[src/rtl/ps2_keycode_if.sv]
// Keycode bus between the PS/2 decoder (master) and the player-movement logic (slave).
`timescale 1ns/1ps

interface ps2_keycode_if;
  localparam int unsigned KEY_W = 8;

  logic [KEY_W-1:0] keycode;      // HID code of the held tracked key, 00 = none
  logic             keycode_chg;  // one-cycle pulse when keycode takes a new value
  logic             frame_err;    // one-cycle pulse on parity/stop/timeout error

  modport master (output keycode, keycode_chg, frame_err);
  modport slave  (input  keycode, keycode_chg, frame_err);
endinterface

[src/rtl/ps2_keycode.sv]
// PS/2 set-2 scan-code receiver that translates movement/fire keys to HID usage codes
// and holds the code on the keycode bus while the key is down.
// Optional feature macro: ARROW_KEYS_EN (arrow keys alias W/S/A/D).
`timescale 1ns/1ps

module ps2_keycode #(
  parameter logic [15:0] TIMEOUT = 16'd50000
) (
  input  logic          Clk,
  input  logic          Reset_n,
  input  logic          ps2_clk,
  input  logic          ps2_data,
  ps2_keycode_if.master kb
);

  localparam int unsigned BYTE_W = 8;
  localparam int unsigned CNT_W  = 3;
  localparam int unsigned TO_W   = 16;

  // Set-2 scan codes of interest
  localparam logic [BYTE_W-1:0] SC_BRK   = 8'hF0;
  localparam logic [BYTE_W-1:0] SC_EXT   = 8'hE0;
  localparam logic [BYTE_W-1:0] SC_W     = 8'h1D;
  localparam logic [BYTE_W-1:0] SC_S     = 8'h1B;
  localparam logic [BYTE_W-1:0] SC_A     = 8'h1C;
  localparam logic [BYTE_W-1:0] SC_D     = 8'h23;
  localparam logic [BYTE_W-1:0] SC_SPACE = 8'h29;
`ifdef ARROW_KEYS_EN
  localparam logic [BYTE_W-1:0] SC_UP    = 8'h75;
  localparam logic [BYTE_W-1:0] SC_DOWN  = 8'h72;
  localparam logic [BYTE_W-1:0] SC_LEFT  = 8'h6B;
  localparam logic [BYTE_W-1:0] SC_RIGHT = 8'h74;
`endif

  // HID usage codes
  localparam logic [BYTE_W-1:0] HID_NONE  = 8'h00;
  localparam logic [BYTE_W-1:0] HID_W     = 8'h1A;
  localparam logic [BYTE_W-1:0] HID_S     = 8'h16;
  localparam logic [BYTE_W-1:0] HID_A     = 8'h04;
  localparam logic [BYTE_W-1:0] HID_D     = 8'h07;
  localparam logic [BYTE_W-1:0] HID_SPACE = 8'h2C;

  localparam logic [TO_W-1:0]  TO_LAST  = TIMEOUT - 16'd1;
  localparam logic [CNT_W-1:0] LAST_BIT = 3'd7;

  typedef enum logic [1:0] {
    ST_IDLE,
    ST_DATA,
    ST_PARITY,
    ST_STOP
  } state_t;

  // Synchronisers; idle PS/2 lines are high, so the flops reset to 1
  logic clk_meta, clk_sync, clk_prev;
  logic data_meta, data_sync;

  state_t              state, state_nxt;
  logic [CNT_W-1:0]    bit_cnt, bit_cnt_nxt;
  logic [BYTE_W-1:0]   shift, shift_nxt;
  logic                par, par_nxt;
  logic [TO_W-1:0]     to_cnt, to_cnt_nxt;
  logic                brk, brk_nxt;
  logic                ext, ext_nxt;
  logic [BYTE_W-1:0]   keycode_q, keycode_nxt;
  logic                chg_q, chg_nxt;
  logic                err_q, err_nxt;

  logic                fall;
  logic                timeout_hit;
  logic                byte_good;
  logic                trk_hit;
  logic [BYTE_W-1:0]   trk_code;

  // Two-flop synchronisers plus a delayed copy of the clock for edge detection
  always_ff @(posedge Clk or negedge Reset_n) begin
    if (!Reset_n) begin
      clk_meta  <= 1'b1;
      clk_sync  <= 1'b1;
      clk_prev  <= 1'b1;
      data_meta <= 1'b1;
      data_sync <= 1'b1;
    end else begin
      clk_meta  <= ps2_clk;
      clk_sync  <= clk_meta;
      clk_prev  <= clk_sync;
      data_meta <= ps2_data;
      data_sync <= data_meta;
    end
  end

  assign fall = clk_prev & ~clk_sync;

  // A fall cycle restarts the counter, so a timeout never coincides with a frame check
  assign timeout_hit = (state != ST_IDLE) && !fall && (to_cnt == TO_LAST);

  // Translate the received byte (already complete in the shift register at STOP)
  always_comb begin
    trk_hit  = 1'b0;
    trk_code = HID_NONE;
    if (!ext) begin
      case (shift)
        SC_W:     begin trk_hit = 1'b1; trk_code = HID_W;     end
        SC_S:     begin trk_hit = 1'b1; trk_code = HID_S;     end
        SC_A:     begin trk_hit = 1'b1; trk_code = HID_A;     end
        SC_D:     begin trk_hit = 1'b1; trk_code = HID_D;     end
        SC_SPACE: begin trk_hit = 1'b1; trk_code = HID_SPACE; end
        default:  ;
      endcase
    end
`ifdef ARROW_KEYS_EN
    else begin
      case (shift)
        SC_UP:    begin trk_hit = 1'b1; trk_code = HID_W; end
        SC_DOWN:  begin trk_hit = 1'b1; trk_code = HID_S; end
        SC_LEFT:  begin trk_hit = 1'b1; trk_code = HID_A; end
        SC_RIGHT: begin trk_hit = 1'b1; trk_code = HID_D; end
        default:  ;
      endcase
    end
`endif
  end

  // State register and frame/key datapath registers
  always_ff @(posedge Clk or negedge Reset_n) begin
    if (!Reset_n) begin
      state     <= ST_IDLE;
      bit_cnt   <= '0;
      shift     <= '0;
      par       <= 1'b0;
      to_cnt    <= '0;
      brk       <= 1'b0;
      ext       <= 1'b0;
      keycode_q <= HID_NONE;
      chg_q     <= 1'b0;
      err_q     <= 1'b0;
    end else begin
      state     <= state_nxt;
      bit_cnt   <= bit_cnt_nxt;
      shift     <= shift_nxt;
      par       <= par_nxt;
      to_cnt    <= to_cnt_nxt;
      brk       <= brk_nxt;
      ext       <= ext_nxt;
      keycode_q <= keycode_nxt;
      chg_q     <= chg_nxt;
      err_q     <= err_nxt;
    end
  end

  // Frame FSM next state, byte check, prefix tracking and key update
  always_comb begin
    state_nxt   = state;
    bit_cnt_nxt = bit_cnt;
    shift_nxt   = shift;
    par_nxt     = par;
    to_cnt_nxt  = to_cnt + 16'd1;
    brk_nxt     = brk;
    ext_nxt     = ext;
    keycode_nxt = keycode_q;
    err_nxt     = 1'b0;
    byte_good   = 1'b0;

    if (state == ST_IDLE || fall) begin
      to_cnt_nxt = '0;
    end

    if (timeout_hit) begin
      state_nxt  = ST_IDLE;
      to_cnt_nxt = '0;
      err_nxt    = 1'b1;
    end else if (fall) begin
      case (state)
        ST_IDLE: begin
          if (!data_sync) begin
            state_nxt   = ST_DATA;
            bit_cnt_nxt = '0;
          end
        end
        ST_DATA: begin
          shift_nxt   = {data_sync, shift[BYTE_W-1:1]};
          bit_cnt_nxt = bit_cnt + 3'd1;
          if (bit_cnt == LAST_BIT) begin
            state_nxt = ST_PARITY;
          end
        end
        ST_PARITY: begin
          par_nxt   = data_sync;
          state_nxt = ST_STOP;
        end
        ST_STOP: begin
          state_nxt = ST_IDLE;
          byte_good = data_sync && (^{shift, par});
          if (!byte_good) begin
            err_nxt = 1'b1;
            brk_nxt = 1'b0;
            ext_nxt = 1'b0;
          end else if (shift == SC_BRK) begin
            brk_nxt = 1'b1;
          end else if (shift == SC_EXT) begin
            ext_nxt = 1'b1;
          end else begin
            if (trk_hit) begin
              if (!brk) begin
                keycode_nxt = trk_code;
              end else if (keycode_q == trk_code) begin
                keycode_nxt = HID_NONE;
              end
            end
            brk_nxt = 1'b0;
            ext_nxt = 1'b0;
          end
        end
        default: state_nxt = ST_IDLE;
      endcase
    end

    chg_nxt = (keycode_nxt != keycode_q);
  end

  assign kb.keycode     = keycode_q;
  assign kb.keycode_chg = chg_q;
  assign kb.frame_err   = err_q;

endmodule

[src/flat_wrapper.sv]
// flat-port wrapper written by rule: the top's interface ports become plain ports
module ps2_keycode_flat 
#(
  parameter logic [15:0] TIMEOUT = 16'd50000
)
  (Clk, Reset_n, ps2_clk, ps2_data, kb_keycode, kb_keycode_chg, kb_frame_err);
  ps2_keycode_if kb_i ();
  input  logic Clk;
  input  logic Reset_n;
  input  logic ps2_clk;
  input  logic ps2_data;
  output wire logic [$bits(kb_i.keycode)-1:0] kb_keycode;
  output wire logic [$bits(kb_i.keycode_chg)-1:0] kb_keycode_chg;
  output wire logic [$bits(kb_i.frame_err)-1:0] kb_frame_err;
  assign kb_keycode = kb_i.keycode;
  assign kb_keycode_chg = kb_i.keycode_chg;
  assign kb_frame_err = kb_i.frame_err;
  ps2_keycode #(.TIMEOUT(TIMEOUT)) u_core (.Clk(Clk), .Reset_n(Reset_n), .ps2_clk(ps2_clk), .ps2_data(ps2_data), .kb(kb_i));
endmodule
[config.mk]
export PLATFORM = sky130hd
export DESIGN_NAME = ps2_keycode_flat
export DESIGN_NICKNAME = d
export VERILOG_FILES = /design/src/rtl/ps2_keycode_if.sv /design/src/rtl/ps2_keycode.sv /design/src/flat_wrapper.sv
export SDC_FILE = /design/constraint.sdc
export NUM_CORES = 1
export LEC_CHECK = 0
export BUFFER_PORTS_ARGS = -buffer_cell sky130_fd_sc_hd__buf_4
export CAP_MARGIN = 5
export CORE_UTILIZATION = 60
export DETAILED_ROUTE_END_ITERATION = 12
export GPL_TIMING_DRIVEN = 0
export PLACE_DENSITY = 0.83
export SETUP_SLACK_MARGIN = 0.05
export SYNTH_ARGS = -nofsm -noshare
export SYNTH_HDL_FRONTEND = slang
export SYNTH_SLANG_ARGS = --single-unit
[constraint.sdc]
create_clock -name Clk -period 2.8 [get_ports Clk]
set_clock_uncertainty 0.2 [all_clocks]
set_input_delay 0.42 -clock Clk [delete_from_list [all_inputs] [get_ports Clk]]
set_output_delay 0.42 -clock Clk [all_outputs]
set_load 0.1 [all_outputs]
## Word level (Yosys, flattened, before mapping)

Index checks and enable logic that the tools add are counted.

| storage, ports and cells | value |
|---|---|
| word-level logic and storage cells | 88 |
| bits in registers | 47 |

| operators by class | value |
|---|---|
| reductions and logical operators | 17 |
| bitwise operators | 3 |
| $add $sub $neg | 2 |
| muxes and demuxes | 32 |
| equality and inequality tests | 19 |

Operator list:

| cell | count |
|---|---|
| $mux W8 | 10 |
| $mux W16 | 2 |
| $pmux W6 S5 | 1 |
| $eq A8 B5 Y1 const B | 3 |
| $add A16 B1 Y16 const B | 1 |
| $eq A16 B16 Y1 const B | 1 |
| $eq A8 B6 Y1 const B | 2 |
| $eq A8 B8 Y1 const B | 2 |
| $mux W1 | 12 |
| $reduce_and A4 Y1 | 3 |
| $reduce_and A3 Y1 | 3 |
| $reduce_xor A9 Y1 | 1 |
| $eq A8 B8 Y1 | 1 |
| $mux W2 | 4 |
| $ne A8 B8 Y1 | 1 |
| $pmux W2 S4 | 1 |
| $ne A3 B3 Y1 const B | 2 |
| $pmux W3 S2 | 1 |
| $reduce_bool A2 Y1 | 3 |
| $reduce_or A5 Y1 | 1 |
| $eq A2 B2 Y1 const B | 2 |
| $ne A2 B2 Y1 const B | 2 |
| $add A3 B1 Y3 const B | 1 |
| $eq A3 B3 Y1 const B | 1 |
| other kinds (9) | 12 |

## Longest topological paths before layout

Gate-level depths: netlist of the first run.

| depth | value |
|---|---|
| depth after elaboration | 14 |
| gate-level depth with buffers | 10 |
| depth with buffers taken out | 7 |

## Least setup slack after synthesis of the first run

Ideal clock, no wire load.

| timing | value |
|---|---|
| path type | register -> register |
| start | register u_core.keycode_q[5], in the netlist u_core.kb.keycode[5] |
| end | register u_core.keycode_q[0], in the netlist u_core.kb.keycode[0] |
| period minus slack after synthesis | 2.669 ns |
| arrival | 2.346 ns |
| cell stages (with the launch flop) | 8 |
| path slack | 0.131 ns |
| library setup time | 0.123 ns |
| path through | dfrtp_1 -> inv_1 -> a2bb2oi_1 -> o22ai_1 -> a211o_1 -> o41ai_1 -> nand2_1 -> a22o_1 |

| on the way | value |
|---|---|
| longest elaborated chain between the ends | 10 |

RTL lines:

| what | line | RTL |
|---|---|---|
| from (decl) | ps2_keycode.sv:64 | `logic [BYTE_W-1:0] keycode_q, keycode_nxt;` |
| from (signal assigned) | ps2_keycode.sv:144 | `keycode_q <= keycode_nxt;` |
| $eq A8 B8 Y1 | ps2_keycode.sv:205 | `end else if (keycode_q == trk_code) begin` |
| $mux W8 | ps2_keycode.sv:205 |  |
| $mux W8 | ps2_keycode.sv:203 | `if (!brk) begin` |
| $mux W8 | ps2_keycode.sv:202 | `if (trk_hit) begin` |
| $mux W8 | ps2_keycode.sv:199 | `end else if (shift == SC_EXT) begin` |
| $mux W8 | ps2_keycode.sv:197 | `end else if (shift == SC_BRK) begin` |
| $mux W8 | ps2_keycode.sv:193 | `if (!byte_good) begin` |
| $mux W8 | ps2_keycode.sv:172 | `case (state)` |
| $mux W8 | ps2_keycode.sv:171 | `end else if (fall) begin` |
| $mux W8 | ps2_keycode.sv:167 | `if (timeout_hit) begin` |
| net u_core.keycode_nxt[0] | ps2_keycode.sv:64 |  |

The timed path passes the listed nets, and every way through them passes these cells.
A chain may end at the register's enable or synchronous reset.

## Worst setup path after layout of the first run

| timing | value |
|---|---|
| start | register u_core.shift[1] |
| end | register u_core.chg_q, in the netlist u_core.kb.keycode_chg |

| on the way | value |
|---|---|
| longest elaborated chain between the ends | 14 |

RTL lines:

| what | line | RTL |
|---|---|---|
| from (decl) | ps2_keycode.sv:59 | `logic [BYTE_W-1:0] shift, shift_nxt;` |
| from (signal assigned) | ps2_keycode.sv:139 | `shift <= shift_nxt;` |
| $eq A8 B6 Y1 or $eq A8 B5 Y1 (tied branches) | ps2_keycode.sv:101 | `case (shift)` |
| $pmux W6 S5 | ps2_keycode.sv:101 |  |
| $mux W8 | ps2_keycode.sv:100 | `if (!ext) begin` |
| $eq A8 B8 Y1 | ps2_keycode.sv:205 |  |
| $mux W8 | ps2_keycode.sv:205 |  |
| $mux W8 | ps2_keycode.sv:203 |  |
| $mux W8 | ps2_keycode.sv:202 |  |
| $mux W8 | ps2_keycode.sv:199 |  |
| $mux W8 | ps2_keycode.sv:197 |  |
| $mux W8 (*) | ps2_keycode.sv:193 |  |
| $mux W8 (*) | ps2_keycode.sv:172 |  |
| $mux W8 (*) | ps2_keycode.sv:171 |  |
| $mux W8 (*) | ps2_keycode.sv:167 |  |
| $ne A8 B8 Y1 (*) | ps2_keycode.sv:217 | `chg_nxt = (keycode_nxt != keycode_q);` |
| net u_core.chg_nxt | ps2_keycode.sv:65 | `logic chg_q, chg_nxt;` |
| to (signal assigned) | ps2_keycode.sv:145 | `chg_q <= chg_nxt;` |
| to (decl) | ps2_keycode.sv:65 |  |

The timed path passes the listed nets; every way through them passes the cells marked *.

==> results of run 1 <==
-- how the worst max path moves through the flow --
stage | startpoint | endpoint | slack, ns | depth (start not counted)
after floorplan | u_core.kb.keycode[5] | u_core.kb.keycode[0] | 0.13 | 7
after global placement | u_core.shift[6] | u_core.kb.keycode[0] | 0.03 | 8
after detailed placement | u_core.shift[6] | u_core.kb.keycode[0] | -0.007 | 8
after CTS | u_core.clk_prev | u_core.kb.keycode_chg | 0.06 | 10
after global routing | u_core.shift[1] | u_core.kb.keycode_chg | -0.09 | 9
final | u_core.shift[1] | u_core.kb.keycode_chg | 0.06 | 9
-- kinds of logic after synthesis --
kind of cell    synth area share
compound gates            0.1398
xor+xnor                 0.08068
fa+ha+maj                0.03423
buf+inv                  0.03619
flops                     0.4621
mux                      0.03032
simple gates              0.2166
-- area by class of cell --
class | count | area, um^2 | share of cell area
well taps | 50 | 62.56 | 0.02135
flip-flops and latches | 47 | 1182 | 0.4035
multi-input cells | 193 | 1376 | 0.4697
plain buffers | 12 | 63.81 | 0.02178
repair buffers | 18 | 137.6 | 0.04697
clock inverters | 1 | 5.005 | 0.001708
clock buffers | 7 | 76.32 | 0.02605
inverters | 7 | 26.28 | 0.008967
-- critical path, cell delays in order, from the launching register on --
cell and delay, ns:
dfrtp_1 0.37, buf_4 0.17, xor2_2 0.18, xnor3_2 0.54, xnor2_4 0.19, or3_1 0.31, buf_2 0.16, o21a_1 0.20
nor4_2 0.24, o21ai_1 0.08
-- sequential cells by signal (all words and copies together), names as in the netlist, 2 cells and up --
| register | count |
|---|---|
| u_core.to_cnt | 16 |
| u_core.kb.keycode | 8 |
| u_core.shift | 8 |
| u_core.bit_cnt | 3 |
| u_core.state | 2 |
-- per-layer routing --
layer	global-route usage	vias to the layer above	part of all wire
met1	0.3260	942	0.45
met4	0.07713	0	0.012
met5	0	-	0
met2	0.4213	46	0.50
li1	-	967	-
met3	0.04899	7	0.036
-- Yosys cell counts (5+ instances only) --
cell | instances | area (um^2)
a21oi_1 | 5 | 25.02
a22o_1 | 5 | 43.79
buf_2 | 5 | 25.02
clkbuf_1 | 8 | 30.03
dfrtp_1 | 42 | 1051
dfstp_2 | 5 | 131.4
ha_1 | 7 | 87.58
inv_1 | 7 | 26.28
mux2_2 | 6 | 67.56
nand2_1 | 31 | 116.4
nand3_1 | 8 | 40.04
nor2_1 | 25 | 93.84
nor3_1 | 5 | 25.02
o21ai_0 | 12 | 60.06
o2bb2ai_1 | 5 | 43.79
xnor2_1 | 11 | 96.34
xor2_1 | 10 | 87.58
-- metrics by stage --
| stage | setup slack (ns) | std cells |
|---|---|---|
| after CTS | 0.05526 | 332 |
| after detailed placement | -0.007177 | 324 |
| after global routing | -0.08966 | 335 |
| after global placement | 0.02791 | 324 |
| after floorplan | 0.1311 | 261 |
| final | 0.05502 | 335 |
-- power groups by stage --
stage / combinational [uW] / clock (uW) / sequential (uW)
final: 1170 / 394 / 898
after CTS: 912 / 406 / 893
after global placement: 823 / 0 / 884
after detailed placement: 849 / 0 / 886
after global routing: 1270 / 433 / 918
after floorplan: 677 / 0 / 876
-- what timing repair did --
action,CTS,global route
endpoints found under the setup margin,5,16
gates resized for setup,6,14
setup buffers,0,4
hold endpoints to repair,42,0
pin swaps,1,5
gates cloned,0,0
hold buffers,1,0
==> impl_metrics.env, run 1 <==
export IMPL_setup_viol_count_final=0
export IMPL_area_growth_pct=14.52
export IMPL_final_core_util=0.7222
export IMPL_reg2regPathDepth=9
export IMPL_hold_violations=0
export IMPL_cts_buffer_depth=2
export IMPL_syn_nets=272
export IMPL_grt_max_degree=48
export IMPL_pwr_share_comb=0.475
export IMPL_whs_endpoint="u_core.clk_meta"
export IMPL_r2r_start="u_core.shift[1]"
export IMPL_finalSetupTns_ns=0
export IMPL_hold_class="input pin to flip-flop"
export IMPL_drive_above_1_share=0.2000
export IMPL_status="complete, no violations"
export IMPL_ys_async_sr_fraction=1.000
export IMPL_numCtsBuffers=5
export IMPL_maxSlewViolCount=0
export IMPL_ctsHtreeMaxLevel=2
export IMPL_p_seq_frac=0.365
export IMPL_routed_via_count=1962
export IMPL_std_cell_rows=23
export IMPL_end_kind="flip-flop"
export IMPL_die_area_um2=4530
export IMPL_synth_main_ff_cell="dfrtp_1"
export IMPL_pin_count=14
export IMPL_netlist_instances=261
export IMPL_yosys_warnings=0
export IMPL_hp_start="ps2_clk"
export IMPL_switchingPower_uw=966.3
export IMPL_cts_root_buf="clkbuf_8"
export IMPL_core_area_um2=4058
export IMPL_antenna_cells=0
export IMPL_final_cell_area_um2=2930
export IMPL_grt_pass1_wl_um=8507
export IMPL_grt_pass1_vias=1907
export IMPL_start_kind="flip-flop"
export IMPL_arrival_ns=2.73
export IMPL_route_detailed_vias_per_inst=5.857
export IMPL_whs_ns=0.02801
export IMPL_routabilityCongestion=0.9040
export IMPL_leakagePower_uw=0.001289
export IMPL_relSlewSlack=0.6142
export IMPL_synth_seq_cells=47
export IMPL_path_max_fanout=9
export IMPL_antenna_found_initial=0
export IMPL_ir_drop_uv=408.1
export IMPL_period_share=0.9804
export IMPL_layout_commonest_cell="dfrtp_1"
export IMPL_dpl_cell_area_um2=2719
export IMPL_grt_setup_unrepaired="yes"
export IMPL_cp_required_ns=2.79
export IMPL_cts_tree="built"
export IMPL_hpwlAfterDp_um=3290
export IMPL_synthesis_area_um2=2559
export IMPL_tightestPinTransition_ns=0.5787
export IMPL_regToRegSetupSlack_ns=0.06
export IMPL_fin_crit_ns=2.745
export IMPL_yosysSeqAreaShare=0.4621
export IMPL_postRouteAntennaNets=0
export IMPL_start_util=0.6306
export IMPL_fin_nets=295
export IMPL_die_w_um=67.31
export IMPL_rr_endpoint="u_core.kb.keycode_chg"
export IMPL_holdPathStages=1
export IMPL_critPathKind="flip-flop to flip-flop"
export IMPL_insertion_delay_ns=0.30
export IMPL_grt_overflow_total=0
export IMPL_routed_wl_um=5066
export IMPL_firstDrtPassIters=4
export IMPL_max_cap_violations=0
export IMPL_finalPower_uw=2460
export IMPL_drt_iter0_markers=122
export IMPL_groute_usage_overall=0.2508
export IMPL_clkSlewWorstSetupHoldPaths_ns=0.08
export IMPL_fillers=302
export IMPL_yosys_cell_types_count=51
export IMPL_die_height_um=67.31
export IMPL_cts_sinks=47
export IMPL_swShare=0.3927
export IMPL_maxClockFrequency_mhz=364.3
export IMPL_drc=0
export IMPL_synth_edf_count=0
export IMPL_mostFrequentLayoutCells="dfrtp_1, nand2_1, nor2_1, buf_4, o21ai_0"
export IMPL_internal_power_uw=1494
export IMPL_numPortBuffers=13
export IMPL_wl_per_cell_um=15.12
export IMPL_avgSynthCellArea_um2=9.803
export IMPL_power_density_nw_per_um2=839.7
export IMPL_pwr_share_clk=0.160
Note: power is estimated with default switching activity, not from simulation.
==> inputs of run 2 (changes only) <==
--- a/config.mk
+++ b/config.mk
@@ -11,6 +11,7 @@
 export DETAILED_ROUTE_END_ITERATION = 12
 export GPL_TIMING_DRIVEN = 0
 export PLACE_DENSITY = 0.83
+export REMOVE_ABC_BUFFERS = 1
 export SETUP_SLACK_MARGIN = 0.05
 export SYNTH_ARGS = -nofsm -noshare
 export SYNTH_HDL_FRONTEND = slang
==> impl_metrics.env, run 2 (synthesis gave the netlist of run 1 again) <==
export IMPL_hpwlAfterDp_um=3333
export IMPL_final_core_util=0.7089
export IMPL_cts_sinks=47
export IMPL_pin_count=14
export IMPL_relSlewSlack=0.6159
export IMPL_drive_above_1_share=0.1832
export IMPL_finalPower_uw=2334
export IMPL_die_area_um2=4530
export IMPL_finalNonFillerCells=323
export IMPL_cts_tree="built"
export IMPL_die_height_um=67.31
export IMPL_period_share=0.9536
export IMPL_tightestPinTransition_ns=0.5762
export IMPL_route_detailed_vias_per_inst=5.941
export IMPL_ir_drop_uv=665.8
export IMPL_start_util=0.6306
export IMPL_layout_commonest_cell="dfrtp_1"
export IMPL_dpl_worst_slack_ns=-0.01236
export IMPL_dp_cells=310
export IMPL_status="complete, no violations"
export IMPL_arrival_ns=2.66
export IMPL_routed_via_count=1919
export IMPL_routabilityCongestion=0.8673
export IMPL_slowest_delay_ns=0.50
export IMPL_clkSlewWorstSetupHoldPaths_ns=0.09
export IMPL_fin_nets=283
export IMPL_reg2regPathDepth=7
export IMPL_cp_required_ns=2.79
export IMPL_drt_iter0_markers=138
export IMPL_grt_max_degree=48
export IMPL_core_area_um2=4058
export IMPL_hold_class="input pin to flip-flop"
export IMPL_ctsHtreeMaxLevel=2
export IMPL_final_setup_worst_slack_ns=0.1300
export IMPL_largest_reg_flops=16
export IMPL_drc=0
export IMPL_antenna_cells=0
export IMPL_insertion_delay_ns=0.30
export IMPL_groute_usage_overall=0.2449
export IMPL_maxSlewViolCount=0
export IMPL_top_register="u_core.to_cnt"
export IMPL_start_kind="flip-flop"
export IMPL_firstDrtPassIters=4
export IMPL_max_cap_violations=0
export IMPL_maxClockFrequency_mhz=374.5
export IMPL_path_max_fanout=10
export IMPL_holdPathStages=1
export IMPL_cp_slowest_cell="dfrtp_2"
export IMPL_crit_cells=7
export IMPL_routed_wl_um=4949
export IMPL_hold_violations=0
export IMPL_regToRegSetupSlack_ns=0.13
export IMPL_std_cell_rows=23
export IMPL_die_w_um=67.31
export IMPL_cts_buffer_depth=2
export IMPL_grt_overflow_total=0
export IMPL_cts_root_buf="clkbuf_8"
export IMPL_area_growth_pct=12.42
export IMPL_grt_pass1_vias=1695
export IMPL_crit_chain="xor2_2 > xnor3_2 > xnor2_2 > or3_4 > o21a_1 > nor4_1 > o21ai_1"
export IMPL_power_density_nw_per_um2=811.5
export IMPL_critPathTopFamily="XOR/XNOR gates"
export IMPL_setup_viol_count_final=0
export IMPL_numPortBuffers=13
export IMPL_finalSetupTns_ns=0
export IMPL_grt_setup_unrepaired="yes"
export IMPL_critPathKind="flip-flop to flip-flop"
export IMPL_grt_pass1_wl_um=8162
export IMPL_postRouteAntennaNets=0
export IMPL_numCtsBuffers=5
export IMPL_mostFrequentLayoutCells="dfrtp_1, nand2_1, nor2_1, buf_4, o21ai_0"
export IMPL_leakagePower_uw=0.001241
export IMPL_wl_per_cell_um=15.32
export IMPL_end_kind="flip-flop"
export IMPL_critPathBufInv=0
export IMPL_antenna_found_initial=0
export IMPL_fin_crit_ns=2.670
run 2: cell types whose count changed in the layout (fill, tap and decap cells not counted), sizes merged:
cell         change
buf              -7
clkbuf           -7
bufinv           +1
dlygate4sd3      +1
run 2: path summary, 6_finish.rpt:
check                                start                    end
max reg2reg                u_core.shift[2]  u_core.kb.keycode_chg
min reg2reg                u_core.clk_meta        u_core.clk_sync
max in group asynchronous          Reset_n        u_core.shift[1]
min                                ps2_clk        u_core.clk_meta
max                        u_core.shift[2]  u_core.kb.keycode_chg
min in group asynchronous          Reset_n   u_core.kb.keycode[0]
run 2: layer usage:
metal / vias up / routed length [um] / GRT usage
met3: 4 / 191 / 0.06588
li1: 951 / - / -
met1: 928 / 2470 / 0.3535
met2: 36 / 2240 / 0.3513
met4: 0 / 46 / 0.08511
met5: - / 0 / 0
run 2: timing repair:
action / CTS / global route
pin swaps: 0 / 1
setup buffers: 0 / 3
hold buffers: 1 / 1
resized for setup: 5 / 9
endpoints found under the hold margin: 42 / 1
endpoints found under the setup margin: 3 / 7
run 2: cell type report:
type,instances,area [um^2]
sequential,47,1186
timing repair buffer,18,140.1
tap,50,62.56
inverter,7,26.28
clock inverter,2,35.03
multi-input combinational,193,1344
clock buffer,6,82.58
fill,309,1181
run 2: through the flow:
step	hold slack, ns	cell area (um^2)
floorplan	-0.07559	2492
global placement	0.1458	2653
detailed placement	0.1473	2653
CTS	0.005696	2801
global route	0.008921	2877
finish	0.02600	2877
run 2: power breakdown:
group,switching [uW],internal (uW)
clock network,221,289
logic,489,382
registers,166,788
total,876,1460
==> inputs of run 3 (changes only) <==
==> constraint.sdc (replaced) <==
create_clock -name Clk -period 2.99 [get_ports Clk]
set_clock_uncertainty 0.2 [all_clocks]
set_input_delay 0.4485 -clock Clk [delete_from_list [all_inputs] [get_ports Clk]]
set_output_delay 0.4485 -clock Clk [all_outputs]
set_load 0.1 [all_outputs]
==> impl_metrics.env, run 3 (synthesis gave the netlist of run 1 again) <==
export IMPL_cp_slowest_cell="dfrtp_2"
export IMPL_gr_max_usage_layer="met2"
export IMPL_ir_drop_uv=623.1
export IMPL_grtUsageMet3=0.06926
export IMPL_power_density_nw_per_um2=747.7
export IMPL_numCtsBuffers=5
export IMPL_postRouteAntennaNets=0
export IMPL_use_met2=0.3488
export IMPL_ctsHtreeMaxLevel=2
export IMPL_slowest_delay_ns=0.49
export IMPL_top_register="u_core.to_cnt"
export IMPL_pin_count=14
export IMPL_core_area_um2=4058
export IMPL_period_share=0.9323
export IMPL_path_max_fanout=10
export IMPL_drc=0
export IMPL_leakagePower_uw=0.001217
export IMPL_end_kind="flip-flop"
export IMPL_start_kind="flip-flop"
export IMPL_maxClockFrequency_mhz=358.7
export IMPL_grt_setup_unrepaired="no"
export IMPL_critPathTopFamily="XOR/XNOR gates"
export IMPL_wl_per_cell_um=15.32
export IMPL_insertion_delay_ns=0.30
export IMPL_max_cap_violations=0
export IMPL_cts_root_buf="clkbuf_8"
export IMPL_routabilityCongestion=0.8673
export IMPL_start_util=0.6306
export IMPL_layout_commonest_cell="dfrtp_1"
export IMPL_arrival_ns=2.78
export IMPL_area_growth_pct=9.389
export IMPL_clkSlewWorstSetupHoldPaths_ns=0.09
export IMPL_die_height_um=67.31
export IMPL_setup_viol_count_final=0
export IMPL_grt_overflow_total=0
export IMPL_hold_class="input pin to flip-flop"
export IMPL_largest_reg_flops=16
export IMPL_hpwlAfterDp_um=3333
export IMPL_drt_iter0_markers=106
export IMPL_cts_tree="built"
export IMPL_route_detailed_vias_per_inst=5.931
export IMPL_die_w_um=67.31
export IMPL_status="complete, no violations"
export IMPL_cts_sinks=47
export IMPL_maxSlewViolCount=0
export IMPL_hold_violations=0
export IMPL_std_cell_rows=23
export IMPL_drive_above_1_share=0.1487
export IMPL_cts_buffer_depth=2
export IMPL_groute_usage_overall=0.2423
export IMPL_finalSetupTns_ns=0
export IMPL_routed_via_count=1892
export IMPL_relSlewSlack=0.6163
export IMPL_grt_pass1_wl_um=8066
export IMPL_routed_wl_um=4886
export IMPL_critPathKind="flip-flop to flip-flop"
export IMPL_finalNonFillerCells=319
export IMPL_dp_cells=310
export IMPL_mostFrequentLayoutCells="dfrtp_1, nand2_1, nor2_1, buf_4, o21ai_0"
export IMPL_crit_chain="xor2_1 > xnor3_1 > xnor2_1 > or3_1 > o21a_1 > nor4_1 > o21ai_1"
export IMPL_fin_nets=279
export IMPL_antenna_cells=0
export IMPL_use_met1=0.3459
export IMPL_grt_pass1_vias=1690
export IMPL_tightestPinTransition_ns=0.5715
export IMPL_antenna_found_initial=0
export IMPL_critPathBufInv=0
export IMPL_whs_ns=0.04170
export IMPL_firstDrtPassIters=4
export IMPL_fin_crit_ns=2.788
export IMPL_cp_required_ns=2.98
export IMPL_die_area_um2=4530
export IMPL_numPortBuffers=13
export IMPL_grt_max_degree=48
[run 3: layout make-up]
class	instances	area (um^2)
Multi-Input combinational cell	193	1300
Tap cell	50	62.56
Inverter	7	26.28
Timing Repair Buffer	14	107.6
Clock inverter	2	35.03
Fill cell	320	1259
Sequential cell	47	1185
Clock buffer	6	82.58
[run 3: worst paths after layout]
path                            startpoint  slack [ns]  cells after the start                     to
setup / recovery           u_core.shift[2]        0.20                      7  u_core.kb.keycode_chg
hold / removal                    ps2_data        0.04                      1       u_core.data_meta
setup reg to reg           u_core.shift[2]        0.20                      7  u_core.kb.keycode_chg
hold reg to reg            u_core.clk_meta        0.16                      0        u_core.clk_sync
max in group asynchronous          Reset_n        1.68                      2        u_core.shift[1]
min in group asynchronous          Reset_n        0.47                      2   u_core.kb.keycode[0]
[run 3: timing repair]
item | in CTS | in global routing
buffers inserted | 0 | 0
endpoints found under the setup margin | 0 | 7
endpoints found under the hold margin | 42 | 0
hold buffers | 1 | 0
gates resized for setup | 0 | 5
[run 3: power by group]
group | internal (uW) | leakage [uW] | switching (uW)
sequential | 737 | 0.000618 | 145
clock | 270 | 0.0000612 | 209
combinational | 304 | 0.000538 | 427
[run 3: layer usage]
| metal | part of all wire | routed length (um) | vias up |
|---|---|---|---|
| met5 | 0 | 0 | - |
| li1 | - | - | 943 |
| met2 | 0.44 | 2163 | 33 |
| met1 | 0.50 | 2452 | 907 |
| met4 | 0.020 | 99 | 0 |
| met3 | 0.035 | 170 | 9 |
[run 3: through the flow]
stage | cell area (um^2) | util | worst slack (ns) | power (uW)
after floorplan | 2492 | - | 0.3211 | 1422
after global placement | 2653 | 0.6537 | 0.1755 | 1556
after detailed placement | 2653 | 0.6537 | 0.1776 | 1581
after CTS | 2780 | 0.6852 | 0.1405 | 2078
after global routing | 2799 | 0.6898 | 0.05253 | 2233
final | 2799 | 0.6898 | 0.2025 | 2093
